$ cat src/rtl/vga_timing_gen.sv
// Raster timing generator: pixel/line counters with registered sync, data-enable,
// coordinate and start-of-frame outputs, advancing one pixel per enabled clk edge.
module vga_timing_gen #(
  parameter int H_ACTIVE = 640,
  parameter int H_FP     = 16,
  parameter int H_SYNC   = 96,
  parameter int H_BP     = 48,
  parameter int V_ACTIVE = 480,
  parameter int V_FP     = 10,
  parameter int V_SYNC   = 2,
  parameter int V_BP     = 33,
  parameter int HS_POL   = 0,
  parameter int VS_POL   = 0,
  localparam int H_TOTAL = H_ACTIVE + H_FP + H_SYNC + H_BP,
  localparam int V_TOTAL = V_ACTIVE + V_FP + V_SYNC + V_BP,
  localparam int H_W     = $clog2(H_TOTAL),
  localparam int V_W     = $clog2(V_TOTAL)
) (
  input  logic           clk,
  input  logic           rst,
  input  logic           clk_en,
  output logic           hs,
  output logic           vs,
  output logic           de,
  output logic [H_W-1:0] x,
  output logic [V_W-1:0] y,
  output logic           sof
);

  localparam logic [H_W-1:0] H_MAX = H_W'(H_TOTAL - 1);
  localparam logic [V_W-1:0] V_MAX = V_W'(V_TOTAL - 1);

  // Decode bounds carry one extra bit: with a zero back porch the sync end
  // equals TOTAL, which may not fit in the counter width.
  localparam logic [H_W:0] H_ACT_E  = (H_W + 1)'(H_ACTIVE);
  localparam logic [H_W:0] HS_BEG   = (H_W + 1)'(H_ACTIVE + H_FP);
  localparam logic [H_W:0] HS_END   = (H_W + 1)'(H_ACTIVE + H_FP + H_SYNC);
  localparam logic [V_W:0] V_ACT_E  = (V_W + 1)'(V_ACTIVE);
  localparam logic [V_W:0] VS_BEG   = (V_W + 1)'(V_ACTIVE + V_FP);
  localparam logic [V_W:0] VS_END   = (V_W + 1)'(V_ACTIVE + V_FP + V_SYNC);
  localparam logic         HS_ACT   = (HS_POL != 0);
  localparam logic         VS_ACT   = (VS_POL != 0);

  logic [H_W-1:0] h_cnt, h_nxt;
  logic [V_W-1:0] v_cnt, v_nxt;
  logic           hs_nxt, vs_nxt, de_nxt, sof_nxt;

  // NOTE: every always_comb output gets a default first, so no path can leave
  // a signal unassigned and infer a latch.
  always_comb begin
    h_nxt = h_cnt + H_W'(1);
    v_nxt = v_cnt;
    if (h_cnt == H_MAX) begin
      h_nxt = '0;
      v_nxt = (v_cnt == V_MAX) ? '0 : v_cnt + V_W'(1);
    end
    de_nxt  = ({1'b0, h_nxt} < H_ACT_E) && ({1'b0, v_nxt} < V_ACT_E);
    hs_nxt  = ({1'b0, h_nxt} >= HS_BEG) && ({1'b0, h_nxt} < HS_END) ? HS_ACT : !HS_ACT;
    vs_nxt  = ({1'b0, v_nxt} >= VS_BEG) && ({1'b0, v_nxt} < VS_END) ? VS_ACT : !VS_ACT;
    sof_nxt = (h_nxt == '0) && (v_nxt == '0);
  end

  // NOTE: sequential state uses non-blocking assignments so every register
  // samples the pre-edge values, independent of statement order.
  always_ff @(posedge clk or negedge rst) begin
    if (!rst) begin
      h_cnt <= H_MAX;
      v_cnt <= V_MAX;
      hs    <= !HS_ACT;
      vs    <= !VS_ACT;
      de    <= 1'b0;
      sof   <= 1'b0;
    end else if (clk_en) begin
      h_cnt <= h_nxt;
      v_cnt <= v_nxt;
      hs    <= hs_nxt;
      vs    <= vs_nxt;
      de    <= de_nxt;
      sof   <= sof_nxt;
    end else begin
      sof   <= 1'b0;
    end
  end

  assign x = h_cnt;
  assign y = v_cnt;

endmodule

$ cat config.mk
export PLATFORM = sky130hd
export DESIGN_NAME = vga_timing_gen
export DESIGN_NICKNAME = d
export VERILOG_FILES = /design/src/rtl/vga_timing_gen.sv
export SDC_FILE = /design/constraint.sdc
export NUM_CORES = 1
export LEC_CHECK = 0
export ABC_AREA = 0
export ABC_CLOCK_PERIOD_IN_PS = 2000
export CAP_MARGIN = 5
export CORE_MARGIN = 2
export CORE_UTILIZATION = 36
export CTS_BUF_LIST = sky130_fd_sc_hd__clkbuf_16
export DETAILED_ROUTE_END_ITERATION = 10
export DONT_BUFFER_PORTS = 1
export REMOVE_ABC_BUFFERS = 1
export SETUP_SLACK_MARGIN = 0.5
export SYNTH_ARGS = -nofsm -noshare
export SYNTH_HDL_FRONTEND = slang
export SYNTH_SLANG_ARGS = --single-unit
$ cat constraint.sdc
create_clock -name clk -period 2 [get_ports clk]
set_input_delay 0.3 -clock clk [delete_from_list [all_inputs] [get_ports clk]]
set_output_delay 0.3 -clock clk [all_outputs]
set_load 0.02 [all_outputs]
==> out/metrics.yaml <==
status: "complete, but fails checks"
failed_checks: "negative setup slack"
drtPass1Iterations: 4
track_usage: 0.204
period_share: 1.04
gp_congestion: 0.861
dp_cells: 314
leakagePower_nw: 1.12
vdd_drop_max_mv: 0.506
drive_gt1_frac: 0.549
htreeDepth: 1
async_flop_share: 1.00
yosysUniqueCellTypes: 53
synth_top_cell_by_area: "dfstp_2"
numCtsBuffers: 3
min_path_cells: 1
skew_ns: 0.00805
drc: 0
antenna_found_initial: 0
finalCriticalPeriod_ns: 2.08
antennaDiodeCount: 0
cp_max_fo: 3
die_h_um: 75.1
drv_slew: 0
max_slew.worst_pin.slew_ns: 0.501
drt.antenna.violating_nets: 0
io_pins: 27
grt_overflow_total: 0
synth_area_per_cell_sq_um: 8.75
power_density_mw_per_mm2: 819
synth_cells: 208
initial_core_util: 0.380
fmax_mhz: 481
r2r_cells: 8
min-delay-start: "clk_en"
cts_tree: "yes"
startpoint_type: "register"
hold_viol: 0
final_cell_count_no_fill: 335
min_to: "x[9]$_DFFE_PN1P_"
reg2reg_to: "sof$_DFF_PN0_"
ys_ff_latch: 24
synth-edff-count: 0
crit_type: "register to register"
fin_nets: 276
cts_buffer_depth: 2
core-area_sq_mm: 0.00479
clk_latency_ns: 0.27
ys_warn_count: 0
path_clk_slew_ns: 0.07
setup_ws_ns: -0.0805
wl_per_cell_um: 17.7
rsz0062_at_grt: "true"
area_growth_pct: 55.3
ys_top_cells_by_area: "dfstp_2, dfrtp_1, xnor2_1, nand2_1, nand3_1"
end_kind: "register"
viasPerCell: 5.67
grt_max_degree: 25
grt_pass1_vias: 1748
syn_area_sq_mm: 0.00182
dp_hpwl_um: 3780
min_path_type: "input pin to register"
synth_seq_area_share: 0.338
finalSetupViolations: 1
cp.required_ns: 2.17
cap_violations: 0
fill_cells: 392
routed_wirelength_um: 5930
clock-sinks: 24
rrSetupSlack_ns: -0.08
ys.flop_type: "dfstp_2"
worstPathArrival_ns: 2.25
port_buffers: 0
grt_pass1_wl_um: 8740
timing.rr.start: "x[1]$_DFFE_PN1P_"
setup_tns_ns: -0.0805
vias: 1899
hold_ws_ns: 0.0747
slew_headroom: 0.665
die_w_um: 75.1
dr.first_iter.drc_count: 192
dieArea_sq_mm: 0.00564
num_rows: 25
synth.top_cell.area_share: 0.173
root_buffer: "clkbuf_16"
## logic make-up (layout without fill, tap and decap cells)
logic type / count (synthesis) / count (layout) / synth area share
AND/OR/NAND/NOR: 85 / 85 / 0.258
multiplexers: 3 / 3 / 0.0179
buffers and inverters: 23 / 83 / 0.0804
XOR/XNOR: 15 / 15 / 0.0722
adder cells (fa/ha/maj): 4 / 4 / 0.0275
flip-flops: 24 / 24 / 0.338
AO/OA/AOI/OAI: 54 / 54 / 0.206
## final cells by class
class / instances / area [sq um] / share of cell area
multi-input cells: 161 / 1370 / 0.484
clock inverters: 1 / 30.0 / 0.0106
clock buffers: 3 / 75.1 / 0.0266
well taps: 67 / 83.8 / 0.0297
flip-flops and latches: 24 / 616 / 0.218
repair buffers: 72 / 628 / 0.222
inverters: 7 / 26.3 / 0.00930
## worst max-delay path, cell delays in order, from the launching register on
cell,delay (ns)
dfstp_2,0.58
ha_4,0.14
buf_6,0.09
nand4_1,0.16
nor2_4,0.20
xnor2_2,0.15
a22o_1,0.20
nand3_2,0.13
a2111oi_4,0.33
## report_power, final
part           internal (mW)  switching (mW)
clock network          0.399           0.198
registers              0.597          0.0753
logic                  0.504           0.543
## synthesized netlist by cell type, types with 3 or more instances
library cell	n
nor4_1	3
and3_1	8
dfrtp_1	12
inv_1	7
ha_1	4
buf_2	6
a31oi_1	3
a21oi_1	6
o21ai_0	13
a21o_1	4
buf_6	6
dfstp_2	12
nand2_1	24
nand4_1	5
nor3_1	4
o31ai_1	8
xnor2_1	14
nand3_1	17
nor2_1	11
## timing repair
item / 4_1_cts / 5_1_grt
pin swaps: 26 / 14
resized for setup: 51 / 42
hold endpoints to repair: 24 / 0
hold buffers: 2 / 0
setup buffers: 10 / 5
setup endpoints to repair: 20 / 22
## placed cells by master (no fill, tap or decap), types with 3 or more instances in the layout
master / instances
o31ai_1: 5
a21oi_2: 5
dfstp_2: 12
nand2_1: 13
o21ai_0: 4
nand3_1: 15
xnor2_2: 4
nand4_1: 5
buf_4: 53
inv_1: 7
clkbuf_16: 3
ha_1: 3
nor2_1: 8
and3_1: 4
o21ai_2: 3
a21o_1: 4
and3_4: 4
nand2_2: 9
buf_6: 16
xnor2_1: 10
o21ai_1: 7
dfrtp_1: 12
## flip-flops by register name, indices dropped and copies added (netlist names)
name  cells
x        10
y        10
de        1
hs        1
sof       1
vs        1
## per-layer routing
| layer | vias up | global-route usage | share of wire |
|---|---|---|---|
| met5 | - | 0 | 0 |
| met2 | 72 | 0.332 | 0.49 |
| li1 | 885 | - | - |
| met4 | 0 | 0.0417 | 0.017 |
| met3 | 10 | 0.0268 | 0.062 |
| met1 | 932 | 0.292 | 0.43 |
## metrics by stage
stage	utilization	cell area [sq um]	setup slack, ns	power, mW
after global routing	0.591	2830	-0.173	2.42
after CTS	0.545	2610	0.0393	2.23
after detailed placement	0.462	2210	-0.0959	1.50
after floorplan	-	1700	-0.149	1.14
final	0.591	2830	-0.0805	2.32
after global placement	0.462	2210	-0.118	1.48
## worst max path at each step
stage | startpoint | end | slack, ns | cells after the start
global route | x[0]$_DFFE_PN1P_ | sof$_DFF_PN0_ | -0.17 | 8
finish | x[1]$_DFFE_PN1P_ | sof$_DFF_PN0_ | -0.08 | 8
global placement | x[0]$_DFFE_PN1P_ | sof$_DFF_PN0_ | -0.12 | 7
detailed placement | x[0]$_DFFE_PN1P_ | sof$_DFF_PN0_ | -0.1 | 7
floorplan | x[0]$_DFFE_PN1P_ | sof$_DFF_PN0_ | -0.15 | 7
CTS | y[0]$_DFFE_PN0P_ | sof$_DFF_PN0_ | 0.04 | 9
(Power assumes the default switching activity.)
